<file path="src/rtl/pixel_unpack.sv">
// pixel_unpack: unpacks 32-bit DMA words into 24-bit pixels (XRGB8888, packed RGB888, optional RGB565 via PIXEL_UNPACK_RGB565_EN)
//   ports: clk, reset (sync, active-high), i_sof/i_mode (frame start + mode latch),
//   i_data/i_valid/o_ready (word input), o_data/o_valid/i_ready (pixel output),
//   o_pixel_count (saturating pixels-since-frame-start).
module pixel_unpack #(
  parameter int CWIDTH = 20
) (
  input  logic              clk,
  input  logic              reset,
  input  logic              i_sof,
  input  logic [1:0]        i_mode,
  input  logic [31:0]       i_data,
  input  logic              i_valid,
  output logic              o_ready,
  output logic [23:0]       o_data,
  output logic              o_valid,
  input  logic              i_ready,
  output logic [CWIDTH-1:0] o_pixel_count
);
  typedef enum logic [1:0] {P0, P1, P2, P3} phase_t;
  phase_t phase, phase_n;
  logic [1:0] mode;
  logic [23:0] res, res_n, pix;
  logic packed_mode, load_ok, hold, accept, load;
`ifdef PIXEL_UNPACK_RGB565_EN
  logic half, is565;
  function automatic logic [23:0] expand(input logic [15:0] p);
    return {p[15:11], p[15:13], p[10:5], p[10:9], p[4:0], p[4:2]};
  endfunction
  assign is565 = mode == 2'd2;
  // second half of an RGB565 word is pending in res; block new input until it goes out
  assign hold = is565 & half;
`else
  assign hold = 1'b0;
`endif
  always_comb begin
    packed_mode = mode == 2'd1;
    load_ok = !o_valid | i_ready;
    o_ready = !reset & !i_sof & load_ok & (phase != P3) & !hold;
    accept = i_valid & o_ready;
    // P3 and the RGB565 upper half emit from res without consuming a word
    load = accept | (load_ok & ((phase == P3) | hold));
    phase_n = packed_mode ? phase_t'(phase + 2'd1) : P0;
    // phase stays P0 outside packed mode, so the P0 arm doubles as XRGB8888
    pix = phase == P1 ? {i_data[15:0], res[7:0]} :
          phase == P2 ? {i_data[7:0], res[15:0]} :
          phase == P3 ? res : i_data[23:0];
    res_n = phase == P0 ? {16'd0, i_data[31:24]} :
            phase == P1 ? {8'd0, i_data[31:16]} : i_data[31:8];
`ifdef PIXEL_UNPACK_RGB565_EN
    if (is565) begin
      pix = expand(half ? res[15:0] : i_data[15:0]);
      res_n = {8'd0, i_data[31:16]};
    end
`endif
  end
  always_ff @(posedge clk) begin
    if (reset || i_sof) begin
      mode <= reset ? 2'd0 : i_mode;
      phase <= P0;
      res <= '0;
      o_valid <= 1'b0;
      o_pixel_count <= '0;
`ifdef PIXEL_UNPACK_RGB565_EN
      half <= 1'b0;
`endif
      if (reset) o_data <= '0;
    end else begin
      if (o_valid && i_ready && !(&o_pixel_count)) o_pixel_count <= o_pixel_count + CWIDTH'(1);
      if (accept) res <= res_n;
      if (load) begin
        o_data <= pix;
        o_valid <= 1'b1;
        phase <= phase_n;
`ifdef PIXEL_UNPACK_RGB565_EN
        half <= is565 & !half;
`endif
      end else if (i_ready) o_valid <= 1'b0;
    end
  end
endmodule
</file>
<file path="config.mk">
export PLATFORM = sky130hd
export DESIGN_NAME = pixel_unpack
export DESIGN_NICKNAME = d
export VERILOG_FILES = /design/src/rtl/pixel_unpack.sv
export SDC_FILE = /design/constraint.sdc
export NUM_CORES = 1
export LEC_CHECK = 0
export CAP_MARGIN = 20
export CORE_ASPECT_RATIO = 1.25
export CORE_UTILIZATION = 37
export CTS_BUF_LIST = sky130_fd_sc_hd__clkbuf_8
export DETAILED_ROUTE_END_ITERATION = 7
export SLEW_MARGIN = 20
export SYNTH_ARGS = -nofsm -noshare
export SYNTH_HDL_FRONTEND = slang
export SYNTH_SLANG_ARGS = --single-unit
</file>
<file path="constraint.sdc">
create_clock -name clk -period 2.63 [get_ports clk]
set_input_delay 0.789 -clock clk [delete_from_list [all_inputs] [get_ports clk]]
set_output_delay 0.789 -clock clk [all_outputs]
set_load 0.005 [all_outputs]
</file>
==> metrics.txt <==
status=finished, final reports clean; number of hold buffers added after CTS=0; clk sinks=73; Placed Area=about 0.0048 mm²; Net Count, Synth=468; setup ws final=roughly 0.083 ns; wire length per cell=about 16 µm; Synth area leader=dfxtp_1; #FFs+latches synth=73; Reg clk slew, reported paths=0.07 ns; Nets=between 500 and 600; core area=0.009709 mm²; WP data arrival=~1.8 ns; first-pass GRT wire length=16130 µm; Max-Cap Viols=0; sequential fraction of the synthesis area=45.99%; Leak=1.774 nW; Post-Synthesis Cells=424; layout cell share with drive strength beyond 1=approximately 8.6%; Sequential Power Share=a little over 50%; DRT Pass-1 Iters=4; die area=approximately 0.011 mm²; Setup TNS Final=0 ns; vias in the first global route=3304; RSZ-0062 raised after global routing=false; boundary pin count=between 80 and 90; final wirelength=10290 µm; syn avg cell area=between 8 and 9 µm²; die width=91.97 µm; clock latency on the worst-skew pair=0.35 ns; HPWL after DPL=about 7000 µm; largest net degree at the start of global routing=72; Crit. End Element=primary output; count of final max-slew check failures=0; Detail Route Antenna Nets=0; Area contributors post-synth=dfxtp_1, edfxtp_1, mux2i_1; Internal Pwr Total=between 1.5 and 2 mW; Num CTS Buffers=9; final setup fails=0; kind of critical path=in -> out; Slew headroom=between 40 and 50%; Final Critical Period=approximately 2.5 ns; worst clock skew=roughly 0.008 ns; Residual DRC=0; setup slack, reg-to-reg=between 0.5 and 0.6 ns; TritonCTS clock tree=built; worst slew pin tran=approximately 0.78 ns; Place WS=-0.2801 ns; Total Routing Usage GR=between 15 and 20%; worst hold slack=approximately 0.45 ns; Iteration-0 DRC Markers=roughly 160; Clock Tree Buf Depth=2; Clk network pwr share=37.4%; DR vias=between 3000 and 4000; library cells used by synthesis=41; highest clock rate=392.7 MHz; PortBufs=84; Fill cells=just under 1000; gr ovfl total=0; Crit Path Max Fanout=2; Critical Path RT=between 1.5 and 2 ns; Synthesis Warnings=0; # rows=40; n_diodes=0; buffer count from post-CTS setup fixing=0; Util after Layout=roughly half; Worst VDD drop=roughly 0.00020 V; Die Ht=roughly 110 µm; root buffer cell=clkbuf_8; Gate power share=~12%; Starting Density=between 30% and 40%; DR vias/cell=between 5 and 6; H-tree depth=3; Hold Crit Class=reg -> reg; Placer Congestion=0.8289; CP Launch Type=primary input; share of the synthesized area in the top cell type=between 20 and 30%; net switching power=roughly 0.59 mW; initial antenna violation count=0; mapped cell area=roughly 0.0037 mm²; Final Instance Area=approximately 0.005 mm²; pwr/cell area=about 470 mW/mm²; P&R area growth vs syn=33.76%; period utilization=between 90% and 100%; Switching Share=24.76%; Hold Vio Cnt, Final=0
worst paths after layout:
kind / startpoint / end / cells after the start
worst max register to register: phase[0] / o_data[15] / 7
worst min register to register: res[23] / res[23] / 2
worst max-delay path: reset / o_ready / 5
worst min-delay path: res[23] / res[23] / 2
state kept, by name, summed over array words and instances, names as in the netlist:
register,cells
o_data,24
o_valid,1
mode,2
phase,2
res,24
o_pixel_count,20
cells in the final DEF, fill, tap and decap left out, types with 2 or more instances in the layout:
cell,instances
clkdlybuf4s50_1,82
nand2_1,62
nor2_1,49
a21oi_1,48
dfxtp_1,47
mux2i_1,42
o21ai_0,27
edfxtp_1,26
nand3_1,14
buf_4,14
nor3_1,10
clkbuf_8,9
xnor2_1,8
inv_1,7
nor2b_1,4
nand4_1,4
and3_1,4
a211oi_1,4
ha_1,4
and4_1,3
a311oi_1,3
a41o_1,3
nor4_1,3
a31oi_1,3
buf_12,3
nor3_2,2
and2_1,2
a41oi_1,2
clkinvlp_4,2
metrics by stage:
| step | std cells | power [mW] |
|---|---|---|
| 5_1_grt | 639 | 2.461 |
| 6_report | 639 | 2.375 |
| 3_3_place_gp | 623 | 1.511 |
| 3_5_place_dp | 623 | 1.514 |
| 4_1_cts | 639 | 2.385 |
| 2_1_floorplan | 424 | 1.335 |
power by group through the flow:
stage	combinational, mW	sequential, mW	clock (mW)
after floorplan	0.0919	1.24	0
after global placement	0.270	1.24	0
after global routing	0.295	1.22	0.947
after CTS	0.273	1.22	0.896
after detailed placement	0.272	1.24	0
final	0.273	1.21	0.888
Yosys cell counts (all sizes together):
library cell,number
nand2,62
nor2,50
a21oi,49
dfxtp,47
mux2i,42
o21ai,27
edfxtp,26
clkbuf,19
nand3,14
nor3,13
buf,9
xnor2,8
inv,7
ha,5
nand4,5
a211oi,4
and3,4
nor2b,4
nor4,4
a311oi,3
a31oi,3
a41o,3
and4,3
a41oi,2
and2,2
o21bai,2
a31o,1
nand2b,1
nand4b,1
nand4bb,1
nor4b,1
or3,1
or4b,1
logic make-up after synthesis:
family                   share of synthesized area, %
XOR/XNOR                                        1.872
adder cells (fa/ha/maj)                         1.671
buffers and inverters                           3.609
flip-flops                                      45.99
AO/OA/AOI/OAI                                   14.17
multiplexers                                    11.23
AND/OR/NAND/NOR                                 21.46
repair_timing:
item	in CTS	in global routing
setup endpoints to repair	1	1
hold endpoints to repair	0	0
gates resized for setup	2	2
pin swaps	0	0
worst max-delay path: stages:
cell	delay [ns]
clkdlybuf4s50_1	0.46
nor2_4	0.11
inv_2	0.05
nor3_2	0.13
clkdlybuf4s15_1	0.22
routing by layer:
metal | routed length (µm) | global-route usage, % | vias up
met5 | 0 | 0 | -
met4 | 226 | 8.958 | 0
met3 | 534 | 4.183 | 16
met2 | 5321 | 35.72 | 110
met1 | 4212 | 22.77 | 1631
li1 | - | - | 1674
layout make-up:
class                   instances  area [µm²]  share of cell area [%]
multi-input cells             316        1898                   37.91
clock inverters                 7       71.32                   1.424
clock buffers                   9       123.9                   2.474
well taps                     126       157.7                   3.148
flip-flops and latches         73        1722                   34.38
inverters                       7       26.28                  0.5247
repair buffers                101        1008                   20.14
(Power assumes the default switching activity.)
